### config.mk
export PLATFORM = sky130hd
export DESIGN_NAME = booth_r4_seq_mult
export DESIGN_NICKNAME = d
export VERILOG_FILES = /design/src/rtl/booth_r4_seq_mult.sv
export SDC_FILE = /design/constraint.sdc
export NUM_CORES = 1
export LEC_CHECK = 0
export CAP_MARGIN = 20
export CORE_MARGIN = 4
export CORE_UTILIZATION = 40
export DETAILED_ROUTE_END_ITERATION = 10
export DONT_BUFFER_PORTS = 1
export GPL_TIMING_DRIVEN = 1
export PLACE_DENSITY = 0.56
export SLEW_MARGIN = 20
export SYNTH_ARGS = -nofsm -noshare
export SYNTH_HDL_FRONTEND = slang
export SYNTH_SLANG_ARGS = --single-unit
### constraint.sdc
create_clock -name clk -period 4.94 [get_ports clk]
set_input_delay 0.741 -clock clk [delete_from_list [all_inputs] [get_ports clk]]
set_output_delay 0.741 -clock clk [all_outputs]
set_load 0.05 [all_outputs]
### src/rtl/booth_r4_seq_mult.sv
// Sequential signed radix-4 Booth multiplier.
// One multiplier triplet is consumed per RUN cycle; the selected partial
// product is shifted into place and accumulated at 2*WIDTH bits. Operands
// enter through a valid/ready handshake in IDLE, and the product leaves
// through a valid/ready handshake in DONE.
module booth_r4_seq_mult #(
    parameter int WIDTH = 8   // even, >= 4
) (
    input  logic               clk,
    input  logic               rst_n,
    input  logic               in_valid,
    output logic               in_ready,
    input  logic [WIDTH-1:0]   multiplicand,
    input  logic [WIDTH-1:0]   multiplier,
    output logic               out_valid,
    input  logic               out_ready,
    output logic [2*WIDTH-1:0] product,
    output logic [4:0]         pp_sel,
    output logic               busy
);

    localparam int ITER = WIDTH / 2;
    localparam int PW   = 2 * WIDTH;
    localparam int CW   = (ITER > 1) ? $clog2(ITER) : 1;

    localparam logic [PW-1:0] PP_ONE = 1;

    // One-hot select encoding {minus_two, two, minus_one, one, zero}
    localparam logic [4:0] SEL_ZERO = 5'b00001;
    localparam logic [4:0] SEL_ONE  = 5'b00010;
    localparam logic [4:0] SEL_M1   = 5'b00100;
    localparam logic [4:0] SEL_TWO  = 5'b01000;
    localparam logic [4:0] SEL_M2   = 5'b10000;

    typedef enum logic [1:0] {
        IDLE = 2'd0,
        RUN  = 2'd1,
        DONE = 2'd2
    } state_t;

    state_t          state;
    logic [PW-1:0]   a_ext;      // multiplicand, sign-extended to product width
    logic [WIDTH:0]  q;          // {multiplier, 1'b0}, shifted right 2 per step
    logic [PW-1:0]   acc;
    logic [CW-1:0]   count;

    logic [4:0]      sel;
    logic [PW-1:0]   pp;
    logic [PW-1:0]   pp_shifted;
    logic [PW-1:0]   acc_next;

    // Booth decode of the low triplet of the scanned multiplier
    always_comb begin
        sel = SEL_ZERO;
        case (q[2:0])
            3'b000, 3'b111: sel = SEL_ZERO;
            3'b001, 3'b010: sel = SEL_ONE;
            3'b011:         sel = SEL_TWO;
            3'b100:         sel = SEL_M2;
            3'b101, 3'b110: sel = SEL_M1;
            default:        sel = SEL_ZERO;
        endcase
    end

    // Partial product selection; negation is invert-plus-one at full width
    always_comb begin
        pp = '0;
        case (sel)
            SEL_ONE: pp = a_ext;
            SEL_TWO: pp = a_ext << 1;
            SEL_M1:  pp = (~a_ext) + PP_ONE;
            SEL_M2:  pp = (~(a_ext << 1)) + PP_ONE;
            default: pp = '0;
        endcase
    end

    // Weight the partial product by 4^count and fold it into the running sum
    always_comb begin
        pp_shifted = pp << {count, 1'b0};
        acc_next   = acc + pp_shifted;
    end

    assign pp_sel = (state == RUN) ? sel : 5'b00000;

    // Control FSM and datapath registers; handshake outputs are registered
    always_ff @(posedge clk or negedge rst_n) begin
        if (!rst_n) begin
            state     <= IDLE;
            in_ready  <= 1'b1;
            out_valid <= 1'b0;
            busy      <= 1'b0;
            product   <= '0;
            a_ext     <= '0;
            q         <= '0;
            acc       <= '0;
            count     <= '0;
        end else begin
            case (state)
                IDLE: begin
                    if (in_valid) begin
                        a_ext    <= {{WIDTH{multiplicand[WIDTH-1]}}, multiplicand};
                        q        <= {multiplier, 1'b0};
                        acc      <= '0;
                        count    <= '0;
                        in_ready <= 1'b0;
                        busy     <= 1'b1;
                        state    <= RUN;
                    end
                end
                RUN: begin
                    acc   <= acc_next;
                    q     <= $unsigned($signed(q) >>> 2);
                    count <= count + CW'(1);
                    if (count == CW'(ITER - 1)) begin
                        product   <= acc_next;
                        out_valid <= 1'b1;
                        state     <= DONE;
                    end
                end
                DONE: begin
                    // The cycle after the output handshake is spent in IDLE
                    // before a new operand can be taken.
                    if (out_ready) begin
                        out_valid <= 1'b0;
                        busy      <= 1'b0;
                        in_ready  <= 1'b1;
                        state     <= IDLE;
                    end
                end
                default: begin
                    out_valid <= 1'b0;
                    busy      <= 1'b0;
                    in_ready  <= 1'b1;
                    state     <= IDLE;
                end
            endcase
        end
    end

endmodule

After elaboration in Yosys (flattened, before gate mapping). Memories as Yosys holds them, arrays and structs flattened. Cells that the tools add are included.

Register bits: 56. Memory bits (read-only): 40. Input port bits: 20. Output and inout bits: 24. Memories: 1.

$add $sub $neg: 4. Equality and inequality tests: 10. Shifts and indexed selects: 1. Muxes and demuxes: 20. Bitwise operators: 4. Reduce and logical (&&, ||, !) cells: 9.

Memory list: (name not given) (depth 8, bits a word 5, read ports 1, clocked after memory_dff 0, write ports 0, RTL line 55) `case (q[2:0])`.

Operators with widths (number): case mux 16 bit (4 select lines) (1); adder 16 x 1 -> 16 bit (second input constant) (2); inverter 16 bit (2); case mux 16 bit (2 select lines) (1); case mux 9 bit (2 select lines) (1); adder 16 bit (1); two-way mux 16 bit (1); << shifter 16 x 3 -> 16 bit (1); AND reduction 3 bit (4); two-way mux 9 bit (1); case mux 1 bit (3 select lines) (3); two-way mux 2 bit (4); case mux 2 bit (3 select lines) (1); AND reduction 2 bit (3); == test 5 x 2 -> 1 bit (second input constant) (1); == test 5 x 3 -> 1 bit (second input constant) (1); == test 5 x 4 -> 1 bit (second input constant) (1); == test 5 bit (second input constant) (1); two-way mux 1 bit (5); two-way mux 5 bit (1); == test 2 bit (second input constant) (2); inequality test 2 bit (second input constant) (2); case mux 2 bit (2 select lines) (1); adder 2 x 1 -> 2 bit (second input constant) (1); other kinds (5) (6).

Depth between registers and ports, before layout. Gate-level depths: netlist of run 1.

Depth after elaboration: 6. Gate-level depth with buffers: 18. Gate-level depth less buffers: 15.

Worst setup path before layout of run 1. OpenSTA, ideal clock, no wires.

Path type: register -> register. From: register q[0]. To: register acc[15]. Setup time: 116 ps. Arrival time: 3601 ps. Path slack: 1224 ps. Stages on the path, launching flop included: 18. Period minus slack after synthesis: 3716 ps. Path through: dfrtp_1 -> inv_1 -> ha_1 -> buf_6 -> and4bb_2 -> buf_6 -> a21o_1 -> a222oi_1 -> o31ai_1 -> o21a_1 -> mux2_2 -> ha_1 -> a21o_1 -> a211oi_1 -> o21a_1 -> a21oi_1 -> or4_1 -> o311ai_0.

Cells in the longest elaborated chain, start to end: 6. Elaborated cells between the ends (all ways): 9.

RTL lines: from (decl) (RTL line 43) `logic [WIDTH:0] q;`; from (signal assigned) (RTL line 102) `q <= {multiplier, 1'b0};`; from (signal assigned) (RTL line 112) `q <= $unsigned($signed(q) >>> 2);`; memory read (8 x 5 bit) (*); == test 5 bit, or another cell as far along (RTL line 68) `case (sel)`; case mux 16 bit (4 select lines) (*) (RTL line 68); << shifter 16 x 3 -> 16 bit (*) (RTL line 79) `pp_shifted = pp << {count, 1'b0};`; adder 16 bit (*) (RTL line 80) `acc_next = acc + pp_shifted;`; case mux 16 bit (2 select lines) (*) (RTL line 98) `case (state)`; to (signal assigned) (RTL line 111) `acc <= acc_next;`; to (decl) (RTL line 44) `logic [PW-1:0] acc;`.

Mark *: on every way between the ends. The rest lies on a longest branch, timed or not. A chain may end at the register's enable or synchronous reset.

Worst setup path after layout of run 1.
From: register q[0]. To: register product[11].

Cells in the longest elaborated chain, start to end: 5. Elaborated cells between the ends (all ways): 8.

RTL lines: memory read (8 x 5 bit) (*); == test 5 bit, or another cell as far along (RTL line 68); case mux 16 bit (4 select lines) (*) (RTL line 68); << shifter 16 x 3 -> 16 bit (*) (RTL line 79); adder 16 bit (*) (RTL line 80); to (signal assigned) (RTL line 115) `product <= acc_next;`; to (decl) (RTL line 17) `output logic [2*WIDTH-1:0] product,`.

Marks and branches as above.

==> impl_metrics.env, run 1 <==
export IMPL_outcome="finished, final reports clean"
export IMPL_numCtsBuffers=5
export IMPL_initial_utilization=0.4125
export IMPL_slew_headroom=0.3455
export IMPL_vias=3064
export IMPL_multi_input_area_mm2=0.002218
export IMPL_setup_tns_ns=0
export IMPL_cts_sinks=56
export IMPL_yosys_warnings=0
export IMPL_synth_edf_count=0
export IMPL_nFillCells=925
export IMPL_antenna_found_initial=0
export IMPL_clockBufferDepth=2
export IMPL_syn_avg_cell_area_um2=8.681
export IMPL_grt_pass1_wl_um=15240
export IMPL_clk_insertion_delay_late_ns=0.31
export IMPL_wirelength_um=8916
export IMPL_synth_cell_types=71
export IMPL_synth_flop_cell="dfrtp_1"
export IMPL_ys_seq_elements=56
export IMPL_drive_gt1_frac=0.07092
export IMPL_drt_pre_antenna_iters=5
export IMPL_drc_errors=0
export IMPL_hold_buffers=0
export IMPL_grt_pass1_vias=3064
export IMPL_async_flop_share=1.000
export IMPL_register_area_mm2=0.001403
export IMPL_nets=464
export IMPL_cts_tree="yes"
export IMPL_gr_usage_all_layers=0.1657
export IMPL_critPathLaunch="q[0]"
export IMPL_via_per_inst=5.551
export IMPL_syn_cell_area_mm2=0.003811
export IMPL_fin_worst_skew_ns=0.006096
export IMPL_required_ns=5.10
export IMPL_num_antenna_cells=0
export IMPL_worst_pin_slew_ns=0.9807
export IMPL_syn_nets=481
export IMPL_slew_violations=0
export IMPL_min_period_over_period=0.9132
export IMPL_layout_common_cells="nand2_1, dfrtp_1, o21ai_0"
export IMPL_portBuffers=0
export IMPL_core_mm2=0.009240
export IMPL_overflow=0
export IMPL_hold_viol_final=0
export IMPL_drt_iter0_markers=181
export IMPL_wl_per_cell_um=16.15
export IMPL_worstPathArrival_ns=4.67
export IMPL_fmax_ghz=0.2217
export IMPL_worstSetupEndpointType="register"
export IMPL_grt_max_degree=57
export IMPL_seq_area_frac_synth=0.3680
export IMPL_setup_worst_path_class="register to register"
export IMPL_rsz0062_at_grt="no"
export IMPL_place_gp_congestion=0.8780
export IMPL_r2r_start="q[0]"
export IMPL_syn_inst=439
export IMPL_cts_setup_buffers=0
export IMPL_hold_path_class="primary input to asynchronous set/reset pin"
export IMPL_startpoint_type="register"
export IMPL_crit_fanout=12
export IMPL_final_period_minus_worst_setup_slack_ns=4.511
export IMPL_io_pins=44
export IMPL_std_cell_rows=35
export IMPL_cts_repair_resized=0
export IMPL_dieWidth_um=105.6
export IMPL_setup_violations=0
export IMPL_mostFrequentLayoutCell="nand2_1"
export IMPL_path_clk_slew_ns=0.10
export IMPL_die_h_um=105.6
export IMPL_root_buffer="clkbuf_8"
export IMPL_htreeDepth=2
export IMPL_die_area_mm2=0.01115
export IMPL_areaGrowthSynthToFinish_pct=4.728
export IMPL_ant_nets=0
export IMPL_hpwl_um=6747
export IMPL_max_cap_violations=0
[path summary, 6_finish.rpt]
check                                    to  cells past startpoint  slack (ns)
worst max-delay path            product[11]                     15        0.43
worst min-delay path               a_ext[3]                      0        0.12
worst max register to register  product[11]                     15        0.43
worst min register to register         q[6]                      2        0.50
max in group asynchronous          in_ready                      0        4.60
min in group clk                       q[6]                      2        0.50
[critical path, stage by stage, from the launching register on]
cell	delay [ns]
dfrtp_1	0.39
inv_1	0.07
ha_1	0.41
and4bb_2	0.36
a21o_1	0.20
a222oi_1	0.25
o31ai_1	0.17
o21a_1	0.20
mux2_2	0.27
ha_1	0.37
a21o_1	0.21
a211oi_1	0.53
o21bai_1	0.21
o21ba_2	0.24
o31ai_1	0.35
o21ai_0	0.13
[layout make-up]
class | instances | share of cell area
Timing Repair Buffer | 3 | 0.005643
Sequential cell | 56 | 0.3514
Clock inverter | 1 | 0.007524
Clock buffer | 7 | 0.02414
Tap cell | 129 | 0.04044
Multi-Input combinational cell | 340 | 0.5558
Inverter | 16 | 0.01505
[routing by layer]
layer / routed length (um) / track usage / vias up
li1: - / - / 1552
met1: 4360 / 0.2325 / 1449
met2: 4055 / 0.2628 / 51
met3: 337 / 0.02756 / 12
met4: 163 / 0.04903 / 0
met5: 0 / 0 / -
[cells in the mapped netlist (3+ instances only)]
cell type / instances / area share
inv_1: 15 / 0.015
o31ai_1: 9 / 0.018
a31oi_1: 8 / 0.013
a21o_1: 9 / 0.018
o21a_1: 9 / 0.018
clkbuf_1: 18 / 0.018
dfrtp_1: 55 / 0.36
nand2b_1: 4 / 0.0066
nor2b_1: 5 / 0.0082
xnor2_1: 6 / 0.014
a21oi_1: 21 / 0.028
a21boi_0: 3 / 0.0059
ha_1: 21 / 0.069
mux2_2: 4 / 0.012
o2111ai_1: 3 / 0.0069
nand3_1: 16 / 0.021
o21ai_0: 42 / 0.055
buf_6: 4 / 0.012
and2_1: 3 / 0.0049
xor2_1: 4 / 0.0092
and3_1: 6 / 0.0099
a211oi_1: 4 / 0.0079
nor3b_1: 3 / 0.0059
nand2_1: 70 / 0.069
nor2_1: 23 / 0.023
a22o_1: 3 / 0.0069
o211ai_1: 7 / 0.014
nor3_1: 7 / 0.0092
mux2i_1: 8 / 0.021
[sequential cells by signal, summed over array words and instances (netlist names)]
signal	flops
a_ext	8
product	16
count	2
acc	16
in_ready	1
out_valid	1
busy	1
state	2
q	9
[through the flow]
| step | area, um^2 | instances | setup WS (ns) | util | hold slack [ns] |
|---|---|---|---|---|---|
| after CTS | 3991 | 552 | 0.4213 | 0.4320 | 0.1032 |
| after floorplan | 3811 | 439 | 1.224 | - | 0.4454 |
| after global placement | 3865 | 544 | 0.4090 | 0.4183 | 0.4474 |
| final | 3991 | 552 | 0.4290 | 0.4320 | 0.1209 |
| after global routing | 3991 | 552 | 0.04208 | 0.4320 | 0.09514 |
| after detailed placement | 3865 | 544 | 0.4656 | 0.4183 | 0.4470 |
[cell families after synthesis]
family	after synthesis	share of synthesized area
adder cells (fa/ha/maj)	22	0.07420
multiplexers	13	0.03677
buffers and inverters	43	0.05318
flip-flops	56	0.3680
AND/OR/NAND/NOR	156	0.2052
AO/OA/AOI/OAI	139	0.2397
XOR/XNOR	10	0.02298
Power of run 1 is left out: the tool's default activity adds up to more than one toggle a clock period on the data nets, which glitch-free logic cannot reach.
==> inputs of run 2 (changes only) <==
--- a/config.mk
+++ b/config.mk
@@ -6,12 +6,15 @@
 export NUM_CORES = 1
 export LEC_CHECK = 0
 export CAP_MARGIN = 20
+export CELL_PAD_IN_SITES_DETAIL_PLACEMENT = 1
+export CELL_PAD_IN_SITES_GLOBAL_PLACEMENT = 2
 export CORE_MARGIN = 4
-export CORE_UTILIZATION = 40
+export CORE_UTILIZATION = 39
 export DETAILED_ROUTE_END_ITERATION = 10
 export DONT_BUFFER_PORTS = 1
 export GPL_TIMING_DRIVEN = 1
-export PLACE_DENSITY = 0.56
+export PLACE_DENSITY = 0.82
+export SETUP_SLACK_MARGIN = 0.3
 export SLEW_MARGIN = 20
 export SYNTH_ARGS = -nofsm -noshare
 export SYNTH_HDL_FRONTEND = slang
==> constraint.sdc (replaced) <==
create_clock -name clk -period 4.3 [get_ports clk]
set_input_delay 0.645 -clock clk [delete_from_list [all_inputs] [get_ports clk]]
set_output_delay 0.645 -clock clk [all_outputs]
set_load 0.05 [all_outputs]
==> run 2 against run 1 <==
Net effect: register-to-register slack worse by 0.09 ns; via count is 7.5% higher; non-clock buffer count is 24 higher; critical path depth is 1 higher; sequential share of layout area is 2.6 points lower; sequential cell count stayed put; count of clock-buffer cells in the layout is 2 lower; critical endpoint is now product[15]; highest routed layer unchanged.
==> impl_metrics.env, run 2 (synthesized netlist as in run 1, its figures left out) <==
export IMPL_outcome="finished, final reports clean"
export IMPL_grt_max_degree=56
export IMPL_htreeDepth=2
export IMPL_worstRegToRegCells=16
export IMPL_rsz0062_at_grt="yes"
export IMPL_min_period_over_period=0.9211
export IMPL_setup_worst_path_class="register to register"
export IMPL_fin_worst_skew_ns=0.01319
export IMPL_required_ns=4.58
export IMPL_overflow=0
export IMPL_hold_path_class="primary input to asynchronous set/reset pin"
export IMPL_layout_common_cells="nand2_1, dfrtp_1, o21ai_0"
export IMPL_place_gp_congestion=0.8167
export IMPL_via_per_inst=5.719
export IMPL_gr_usage_all_layers=0.1945
export IMPL_path_cells="inv_2, ha_4, clkbuf_4, and2b_2, a22o_1, a222oi_1, buf_4, a21boi_1, a22o_1, ha_1, o21a_1, o211ai_1, o21a_1, a21oi_2, or4_1, nand3_1"
export IMPL_cts_tree="yes"
export IMPL_clockBufferDepth=2
export IMPL_drc_errors=0
export IMPL_areaGrowthSynthToFinish_pct=13.16
export IMPL_die_area_mm2=0.01142
export IMPL_slew_headroom=0.4220
export IMPL_top_regs="acc (16), product (16), q (9)"
export IMPL_drt_iter0_markers=57
export IMPL_initial_utilization=0.4067
export IMPL_critPathTopFamily="compound AO/OA/AOI/OAI gates"
export IMPL_worst_pin_slew_ns=0.8632
export IMPL_num_antenna_cells=0
export IMPL_io_pins=44
export IMPL_core_mm2=0.009371
export IMPL_die_h_um=106.9
export IMPL_crit_buf_inv=3
export IMPL_slowest_stage="or4_1"
export IMPL_max_stage_delay_ns=0.43
export IMPL_grt_pass1_wl_um=17800
export IMPL_fmax_ghz=0.2525
export IMPL_wl_per_cell_um=18.82
export IMPL_timing_rr_end="product[15]"
export IMPL_nets=488
export IMPL_setup_tns_ns=0
export IMPL_wirelength_um=10840
export IMPL_grt_pass1_vias=3453
export IMPL_crit_fanout=7
export IMPL_portBuffers=0
export IMPL_hold_worst_slack_ns=0.1339
export IMPL_drive_gt1_frac=0.1812
export IMPL_rrSetupSlack_ns=0.34
export IMPL_path_clk_slew_ns=0.12
export IMPL_dieWidth_um=106.9
export IMPL_setup_violations=0
export IMPL_numCtsBuffers=5
export IMPL_vias=3294
export IMPL_drt_pre_antenna_iters=5
export IMPL_clk_insertion_delay_late_ns=0.33
export IMPL_antenna_found_initial=0
export IMPL_startpoint_type="register"
export IMPL_worstPathArrival_ns=4.24
export IMPL_mostFrequentLayoutCell="nand2_1"
export IMPL_ant_nets=0
export IMPL_slew_violations=0
export IMPL_final_period_minus_worst_setup_slack_ns=3.961
export IMPL_root_buffer="clkbuf_8"
export IMPL_worstSetupEndpointType="register"
export IMPL_hpwl_um=7675
export IMPL_std_cell_rows=35
export IMPL_max_cap_violations=0
export IMPL_hold_viol_final=0
export IMPL_cts_sinks=56
export IMPL_r2r_start="q[1]"
## run 2: worst max path at each step
stage                  endpoint  cells past startpoint  startpoint
detailed placement      acc[15]                     15        q[1]
CTS                     acc[15]                     16        q[0]
global route            acc[15]                     16        q[1]
global placement    product[15]                     15        q[1]
finish              product[15]                     16        q[1]
floorplan               acc[15]                     17        q[0]
## run 2: layer usage
layer	wire length [um]	vias up	GRT usage
met5	0	-	0
met1	5033	1625	0.2587
met2	5199	52	0.3170
li1	-	1599	-
met4	233	0	0.06301
met3	372	18	0.03974
## run 2: what timing repair did
| action | in CTS | in global routing |
|---|---|---|
| pin swaps | 1 | 9 |
| endpoints found under the setup margin | 10 | 14 |
| hold endpoints to repair | 55 | 0 |
| setup buffers | 1 | 9 |
| hold buffers | 1 | 0 |
| gates resized for setup | 7 | 32 |
## run 2: worst reg2reg max path: stages, from the launching register on
cell and delay [ns]:
dfrtp_1 0.41, inv_2 0.07, ha_4 0.22, clkbuf_4 0.17
and2b_2 0.22, a22o_1 0.23, a222oi_1 0.35, buf_4 0.20
a21boi_1 0.10, a22o_1 0.24, ha_1 0.36, o21a_1 0.23
o211ai_1 0.28, o21a_1 0.22, a21oi_2 0.09, or4_1 0.43
nand3_1 0.10
## run 2: area by class of cell
class / instances / area [um^2]
fill: 1138 / 5059
multi-input combinational: 340 / 2369
sequential: 56 / 1404
timing repair buffer: 27 / 222.7
tap: 129 / 161.4
clock buffer: 5 / 68.82
inverter: 16 / 60.06
clock inverter: 3 / 27.53
## run 2: metrics by stage
stage          cell area, um^2  setup WS, ns  cells  utilization
3_3_place_gp              3960        0.1799    557       0.4226
4_1_cts                   4124        0.3111    567       0.4401
2_1_floorplan             3811        0.5836    439            -
6_report                  4313        0.3391    576       0.4602
3_5_place_dp              3960       0.05974    557       0.4226
5_1_grt                   4313        0.1973    576       0.4602
Power of run 2 is left out for the same reason.
